## config.mk

```make
export PLATFORM = sky130hd
export DESIGN_NAME = line_commit_writer
export DESIGN_NICKNAME = d
export VERILOG_FILES = /design/src/rtl/line_commit_writer.sv
export SDC_FILE = /design/constraint.sdc
export NUM_CORES = 2
export LEC_CHECK = 0
export CORE_AREA = 2 2 648 650
export DETAILED_ROUTE_END_ITERATION = 16
export DIE_AREA = 0 0 650 652
export DONT_BUFFER_PORTS = 1
export PLACE_DENSITY = 0.3
export SLEW_MARGIN = 20
export SYNTH_ARGS = -nofsm -noshare
export SYNTH_HDL_FRONTEND = slang
export SYNTH_SLANG_ARGS = --single-unit
export TNS_END_PERCENT = 20
```

## constraint.sdc

```tcl
create_clock -name clk -period 6.3 [get_ports clk]
set_input_delay 0.63 -clock clk [delete_from_list [all_inputs] [get_ports clk]]
set_output_delay 0.63 -clock clk [all_outputs]
set_load 0.005 [all_outputs]
```

## src/rtl/line_commit_writer.sv

```systemverilog
// ---------------------------------------------------------------------------
// line_commit_writer
//
// Accepts one compress_commit_reg block at a time and writes its 0, 1 or 2
// cache lines to a 64-byte-beat memory write port. Each beat goes to an
// internal write pointer, which advances by 64 on every beat and wraps
// modulo 2^ADDR_W.
//
// Optional feature: define COMMIT_STATS_EN to build the block/line statistic
// counters. When it is undefined, the stat_* outputs are tied to zero.
//
// Parameters
//   ADDR_W         byte-address width of the memory write port
//   BASE_ADDR      first address written after reset or pointer clear
//
// Ports
//   clk            sole clock, rising edge
//   rst            synchronous active-high reset
//   in_valid       block presented on in_commit
//   in_ready       block accepted when in_valid && in_ready
//   in_commit      packed compress_commit_reg, MSB first:
//                    [1026] compressable, [1025:1024] flag,
//                    [1023:512] lines.l1, [511:0] lines.l2
//   ptr_clr        return write pointer to BASE_ADDR (honoured only in IDLE)
//   mem_valid      write beat valid
//   mem_ready      memory accepts beat when mem_valid && mem_ready
//   mem_addr       64-byte-aligned beat address
//   mem_data       raw line data
//   mem_last       final beat of current block
//   mem_compressed compressable bit of current block
//   stat_blocks, stat_cmp_blocks, stat_lines   32-bit wrapping statistics
// ---------------------------------------------------------------------------
module line_commit_writer #(
    parameter int unsigned       ADDR_W    = 32,
    parameter logic [ADDR_W-1:0] BASE_ADDR = '0
) (
    input  logic              clk,
    input  logic              rst,
    input  logic              in_valid,
    output logic              in_ready,
    input  logic [1026:0]     in_commit,
    input  logic              ptr_clr,
    output logic              mem_valid,
    input  logic              mem_ready,
    output logic [ADDR_W-1:0] mem_addr,
    output logic [511:0]      mem_data,
    output logic              mem_last,
    output logic              mem_compressed,
    output logic [31:0]       stat_blocks,
    output logic [31:0]       stat_cmp_blocks,
    output logic [31:0]       stat_lines
);

    typedef logic [511:0] line_t;

    typedef struct packed {
        line_t l1;
        line_t l2;
    } commit_lines_t;

    typedef struct packed {
        logic          compressable;
        logic [1:0]    flag;
        commit_lines_t lines;
    } compress_commit_reg_t;

    typedef enum logic [1:0] {
        IDLE,
        BEAT1,
        BEAT2
    } state_t;

    // Pointer addresses are always line aligned, even if BASE_ADDR is not.
    localparam logic [ADDR_W-1:0] BASE_ALIGNED = {BASE_ADDR[ADDR_W-1:6], 6'd0};
    localparam logic [ADDR_W-1:0] LINE_BYTES   = ADDR_W'(64);

    compress_commit_reg_t commit;
    state_t               state_q;
    logic [ADDR_W-1:0]    wr_ptr_q;
    logic [ADDR_W-1:0]    wr_ptr_inc;
    line_t                l2_q;
    logic                 mem_valid_q;
    logic [ADDR_W-1:0]    mem_addr_q;
    line_t                mem_data_q;
    logic                 mem_last_q;
    logic                 mem_compressed_q;
    logic                 accept;
    logic                 mem_fire;

    assign commit     = compress_commit_reg_t'(in_commit);
    // A pointer clear takes the IDLE cycle, so nothing may be accepted then.
    assign in_ready   = (state_q == IDLE) && !ptr_clr && !rst;
    assign accept     = in_valid && in_ready;
    assign mem_fire   = mem_valid_q && mem_ready;
    assign wr_ptr_inc = wr_ptr_q + LINE_BYTES;

    assign mem_valid      = mem_valid_q;
    assign mem_addr       = mem_addr_q;
    assign mem_data       = mem_data_q;
    assign mem_last       = mem_last_q;
    assign mem_compressed = mem_compressed_q;

    // NOTE: sequential state uses non-blocking assignments only, so every
    // register samples values from before the clock edge.
    always_ff @(posedge clk) begin
        if (rst) begin
            // NOTE: the wide data registers are reset as well, because
            // mem_data must read zero after reset.
            state_q          <= IDLE;
            wr_ptr_q         <= BASE_ALIGNED;
            l2_q             <= '0;
            mem_valid_q      <= 1'b0;
            mem_addr_q       <= BASE_ALIGNED;
            mem_data_q       <= '0;
            mem_last_q       <= 1'b0;
            mem_compressed_q <= 1'b0;
        end else begin
            case (state_q)
                IDLE: begin
                    if (ptr_clr) begin
                        wr_ptr_q <= BASE_ALIGNED;
                    end else if (accept) begin
                        mem_compressed_q <= commit.compressable;
                        mem_data_q       <= commit.lines.l1;
                        l2_q             <= commit.lines.l2;
                        mem_addr_q       <= wr_ptr_q;
                        // flag 00 is a zero-beat block: it is counted but
                        // the FSM stays in IDLE.
                        if (commit.flag != 2'b00) begin
                            mem_valid_q <= 1'b1;
                            mem_last_q  <= ~commit.flag[1];
                            state_q     <= BEAT1;
                        end
                    end
                end
                BEAT1: begin
                    if (mem_fire) begin
                        wr_ptr_q <= wr_ptr_inc;
                        // mem_last low in BEAT1 means l2 still has to go out.
                        if (!mem_last_q) begin
                            mem_data_q <= l2_q;
                            mem_addr_q <= wr_ptr_inc;
                            mem_last_q <= 1'b1;
                            state_q    <= BEAT2;
                        end else begin
                            mem_valid_q <= 1'b0;
                            mem_last_q  <= 1'b0;
                            state_q     <= IDLE;
                        end
                    end
                end
                BEAT2: begin
                    if (mem_fire) begin
                        wr_ptr_q    <= wr_ptr_inc;
                        mem_valid_q <= 1'b0;
                        mem_last_q  <= 1'b0;
                        state_q     <= IDLE;
                    end
                end
                default: state_q <= IDLE;
            endcase
        end
    end

`ifdef COMMIT_STATS_EN
    logic [31:0] stat_blocks_q,     stat_blocks_d;
    logic [31:0] stat_cmp_blocks_q, stat_cmp_blocks_d;
    logic [31:0] stat_lines_q,      stat_lines_d;

    // NOTE: every always_comb output is assigned on every path, so no
    // latches can be inferred.
    always_comb begin
        stat_blocks_d     = stat_blocks_q + 32'(accept);
        stat_cmp_blocks_d = stat_cmp_blocks_q + 32'(accept && commit.compressable);
        stat_lines_d      = stat_lines_q + 32'(mem_fire);
    end

    always_ff @(posedge clk) begin
        if (rst) begin
            stat_blocks_q     <= '0;
            stat_cmp_blocks_q <= '0;
            stat_lines_q      <= '0;
        end else begin
            stat_blocks_q     <= stat_blocks_d;
            stat_cmp_blocks_q <= stat_cmp_blocks_d;
            stat_lines_q      <= stat_lines_d;
        end
    end

    assign stat_blocks     = stat_blocks_q;
    assign stat_cmp_blocks = stat_cmp_blocks_q;
    assign stat_lines      = stat_lines_q;
`else
    assign stat_blocks     = '0;
    assign stat_cmp_blocks = '0;
    assign stat_lines      = '0;
`endif

endmodule

```

### After elaboration in Yosys (flattened, before gate mapping)

Cells that the tools add are included.

* register bits after elaboration: 1093
* input bits: 1032
* output and inout port bits: 644
* word-level logic and storage cells: 73

* add/sub/neg operators: 1
* eq/ne operators: 11
* multiplexer cells: 33
* bitwise operators: 2
* reduce and logical (&&, ||, !) cells: 18

Operators with widths (number)
* $mux 512: 4
* $pmux 512 s2: 1
* $mux 32: 6
* $pmux 32 s2: 2
* $add 32x7->32 const B: 1
* $ne 2x2->1 const B: 7
* $mux 2: 6
* $mux 1: 11
* $reduce_and 5->1: 2
* $reduce_and 7->1: 1
* $pmux 1 s3: 2
* $pmux 2 s3: 1
* $reduce_and 3->1: 2
* $reduce_and 6->1: 1
* $reduce_bool 2->1: 3
* $logic_and 1x1->1: 4
* $ne 2x1->1 const B: 2
* $reduce_bool 3->1: 1
* $eq 2x1->1 const B: 1
* $eq 2x2->1 const B: 1
* $logic_not 1->1: 2
* $logic_not 2->1: 1
* $not 1->1: 2
* $reduce_or 2->1: 1

### Depth between registers and ports, before layout

* depth after elaboration: 7
* depth in mapped cells: 10
* gate-level depth less buffers: 6

### Worst setup path after synthesis

Ideal clock, no wire load.

* path kind: in2out
* start: input port rst
* end: output port in_ready
* data arrival time: 1808 ps
* required time: 5670 ps
* path slack: 3862 ps
* stages on the path: 5
* path buffers: 4
* cell sequence: clkbuf_1 > clkbuf_1 > clkbuf_1 > buf_1 > nor2_1

* word-level cells in the longest chain between the ends: 2

Ends and longest elaborated chain
* start, declared: line 38 `input logic rst,`
* $logic_not 1->1: line 92 `assign in_ready = (state_q == IDLE) && !ptr_clr && !rst;`
* $logic_and 1x1->1: line 92
* end, declared: line 40 `output logic in_ready,`

No other way between the ends.

### Worst setup path in the final report

* start: register state_q[1]
* end: register mem_data_q[389], in the netlist mem_data[389]

* word-level cells in the longest chain between the ends: 6
* elaborated cells on any way between the ends: 12
* those cells by class: eq/ne: 5; mux: 1; reduce/logical: 6

Ends and longest elaborated chain
* start, declared: line 78 `state_t state_q;`
* start signal, assigned: line 109 `state_q <= IDLE;`
* start signal, assigned: line 132 `state_q <= BEAT1;`
* start signal, assigned: line 144 `state_q <= BEAT2;`
* $logic_not 2->1: line 92, 118
* $logic_and 1x1->1 (2 in a row): line 92
* $logic_and 1x1->1: line 93 `assign accept = in_valid && in_ready;`
* $ne 2x2->1 (no source line)
* $reduce_and 5->1 (no source line)
* end signal, assigned: line 124 `mem_data_q <= commit.lines.l1;`
* end signal, assigned: line 141 `mem_data_q <= l2_q;`
* end, declared: line 84 `line_t mem_data_q;`

Several ways; a longest one is shown, not always the timed one.
A chain may end at the register's enable or synchronous reset.

==> flow_metrics.tcl <==
set metrics [dict create \
    fin_crit_sh 0.558 \
    via_count 37675 \
    min_path_type "primary input to flop" \
    rsz0062_at_grt "false" \
    area_delta_synth_final_pct 40.1 \
    yosysUniqueCellTypes 51 \
    synthArstFlopShare 0 \
    final.min_clock_period_ps 3510 \
    switching_power_mw 9.81 \
    yosysTopAreaCellShare 0.485 \
    fp.dieH_um 652 \
    drc 0 \
    comb_power_share 0.209 \
    track_usage 0.130 \
    die_w_um 650 \
    grt_max_degree 226 \
    grt_pass1_vias 36932 \
    whs_path_depth 2 \
    min_to "mem_data[54]" \
    rr_worst_depth 6 \
    hold_violations 0 \
    whs_ps 111 \
    required_ps 6960 \
    pin_count 1676 \
    worstMarginPinSlew_ps 1290 \
    worstSkewPairLatency_ps 860 \
    coreArea_um2 416000 \
    grt_first_pass_wirelength_um 371000 \
    drive_above_1_share 0.0544 \
    nNetsFinal 6527 \
    rr_endpoint "mem_data[389]" \
    yosys.area.top_type "dfxtp_1" \
    avgSynthCellArea_um2 8.95 \
    cts_tree "done" \
    fin_tns_setup_ps 0 \
    wl_per_cell_um 26.0 \
    synth_enable_flop_cells 0 \
    end_kind "flop" \
    synth_cells 4991 \
    finClkSkew_ps 46.6 \
    ys_ff_latch 1081 \
    irDropWorstVdd_mv 0.182 \
    post_drt_via_cell_ratio 3.39 \
    seqPwrFrac 0.437 \
    start_kind "flop" \
    grt_antenna_before_repair 52 \
    rr_startpoint "state_q[1]" \
    initial_utilization 0.107 \
    final_area_um2 62600 \
    ys.flop_type "dfxtp_1" \
    status "finished clean" \
    grt_overflow_total 0 \
    p_leak_nw 19.9 \
    crit_start "state_q[1]" \
    yosys-top-cells-area "dfxtp_1, mux2i_1, a211oi_1" \
    synth_common_cells "dfxtp_1, nor2_1, nand2_1, a211oi_1, o21ai_0" \
    crit_arrival_ps 4170 \
    path_class "flop to flop" \
    place_congestion 0.897 \
    root_buffer "clkbuf_16" \
    finalPower_mw 25.5 \
    cts.sink_count 1081 \
    cts_max_path_buffers 4 \
    ant_nets 0 \
    post-place-ws_ps 2230 \
    ys_warn_count 0 \
    cts_buffers 155 \
    r2r_setup_slack_ps 2790 \
    clkSlewWorstSetupHoldPaths_ps 60 \
    p_per_area_nw_per_um2 407 \
    ys_seq_area_frac 0.485 \
    postCtsHoldBufs 721 \
    netlist_area_um2 44600 \
    p_clk_frac 0.354 \
    drv_cap 0 \
    cts-resized-gates 0 \
    critPathMaxFanout 39 \
    cts-htree-levels 4 \
    p_sw_frac 0.385 \
    port_buffers 0 \
    max_slew_margin 0.142 \
    synth_most_common_cell "dfxtp_1" \
    setup_ws_ps 2790 \
    die-area_um2 424000 \
    worst_hold_startpoint "in_commit[566]" \
    slew_violations 0 \
    finalSetupViolCount 0 \
    post_cts_buffers 0 \
    place_hpwl_um 234000 \
    place_area_um2 50200 \
    dr.pass1.iters 5 \
    max_freq_ghz 0.285 \
    postRouteWirelength_um 289000 \
    p_int_mw 15.7 \
    fp-row-count 237 \
    drt_iter0_drc 2032 \
]
==> registers in the layout, summed over array words and instances, names as in the netlist <==
signal	cells
mem_last	1
l2_q	512
mem_compressed	1
mem_addr	26
mem_data	512
state_q	2
mem_valid	1
wr_ptr_q	26
==> power groups by stage <==
stage / Sequential [mW] / Combinational, mW / Clock, mW
global placement: 11.7 / 4.92 / 0
CTS: 11.5 / 5.42 / 9.46
global route: 11.6 / 5.93 / 9.68
finish: 11.1 / 5.33 / 9.01
detailed placement: 11.7 / 4.96 / 0
floorplan: 9.09 / 3.68 / 0
==> cells by family after synthesis <==
logic type	synth area share
other cells	0.0000840
xor+xnor	0.00294
simple gates	0.178
flops	0.485
compound gates	0.160
buf+inv	0.0573
mux	0.116
fa+ha+maj	0.00168
==> metal layers <==
metal	track usage	wire length, um
met5	0	97
met4	0.0303	6750
met3	0.0645	32400
met2	0.221	139000
met1	0.144	111000
==> worst max-delay path, cell delays in order (launching register included) <==
cell,delay (ps)
dfxtp_1,330
inv_1,140
ha_4,580
buf_4,700
buf_4,600
mux2i_1,660
a211oi_1,170
==> cells in the final DEF (no fill, tap or decap), types with 6 or more instances in the layout <==
cell | Yosys | layout
xor2_1 | 8 | 8
a311oi_1 | 11 | 11
nand2_1 | 534 | 534
a21oi_1 | 13 | 13
nand2b_1 | 518 | 518
o31ai_1 | 11 | 11
clkbuf_1 | 325 | 33
or3_1 | 7 | 7
mux2i_1 | 517 | 517
buf_16 | 0 | 7
dlygate4sd3_1 | 0 | 721
buf_12 | 0 | 21
dfxtp_1 | 1081 | 1081
xnor2_1 | 7 | 7
clkbuf_8 | 0 | 34
o311ai_0 | 6 | 6
a31oi_1 | 15 | 15
and3_1 | 6 | 6
nor2_1 | 553 | 553
clkinv_2 | 0 | 19
clkbuf_16 | 0 | 157
buf_4 | 104 | 27
nand4_1 | 16 | 16
a211oi_1 | 530 | 530
diode_2 | 0 | 13
o21ai_0 | 523 | 523
or4_1 | 11 | 11
bufinv_16 | 0 | 8
nor4_1 | 8 | 8
inv_1 | 10 | 10
nand3_1 | 24 | 24
conb_1 | 1 | 102
==> cell type report <==
cell class	instances	area, um2
Antenna cell	13	32.5
Clock inverter	47	546
Sequential cell	1081	21600
Clock buffer	224	4520
Timing Repair Buffer	776	8030
Multi-Input combinational cell	3465	20900
Inverter	10	37.5
Tap cell	5497	6880
Fill cell	46989	353000
==> how the worst max path moves through the flow <==
stage                                to  slack, ps  cells past startpoint
after floorplan                in_ready       3860                      5
after global placement    mem_data[194]       1990                      8
after detailed placement  mem_data[111]       2230                      8
after CTS                     l2_q[467]       2730                      7
after global routing      mem_data[100]       2480                      8
final                     mem_data[389]       2790                      6
==> metrics by stage <==
stage,util,std cells
final,0.150,11113
after floorplan,-,5092
after CTS,0.150,11099
after global placement,0.121,10106
after global routing,0.150,11104
after detailed placement,0.121,10107
(Power assumes the default switching activity.)
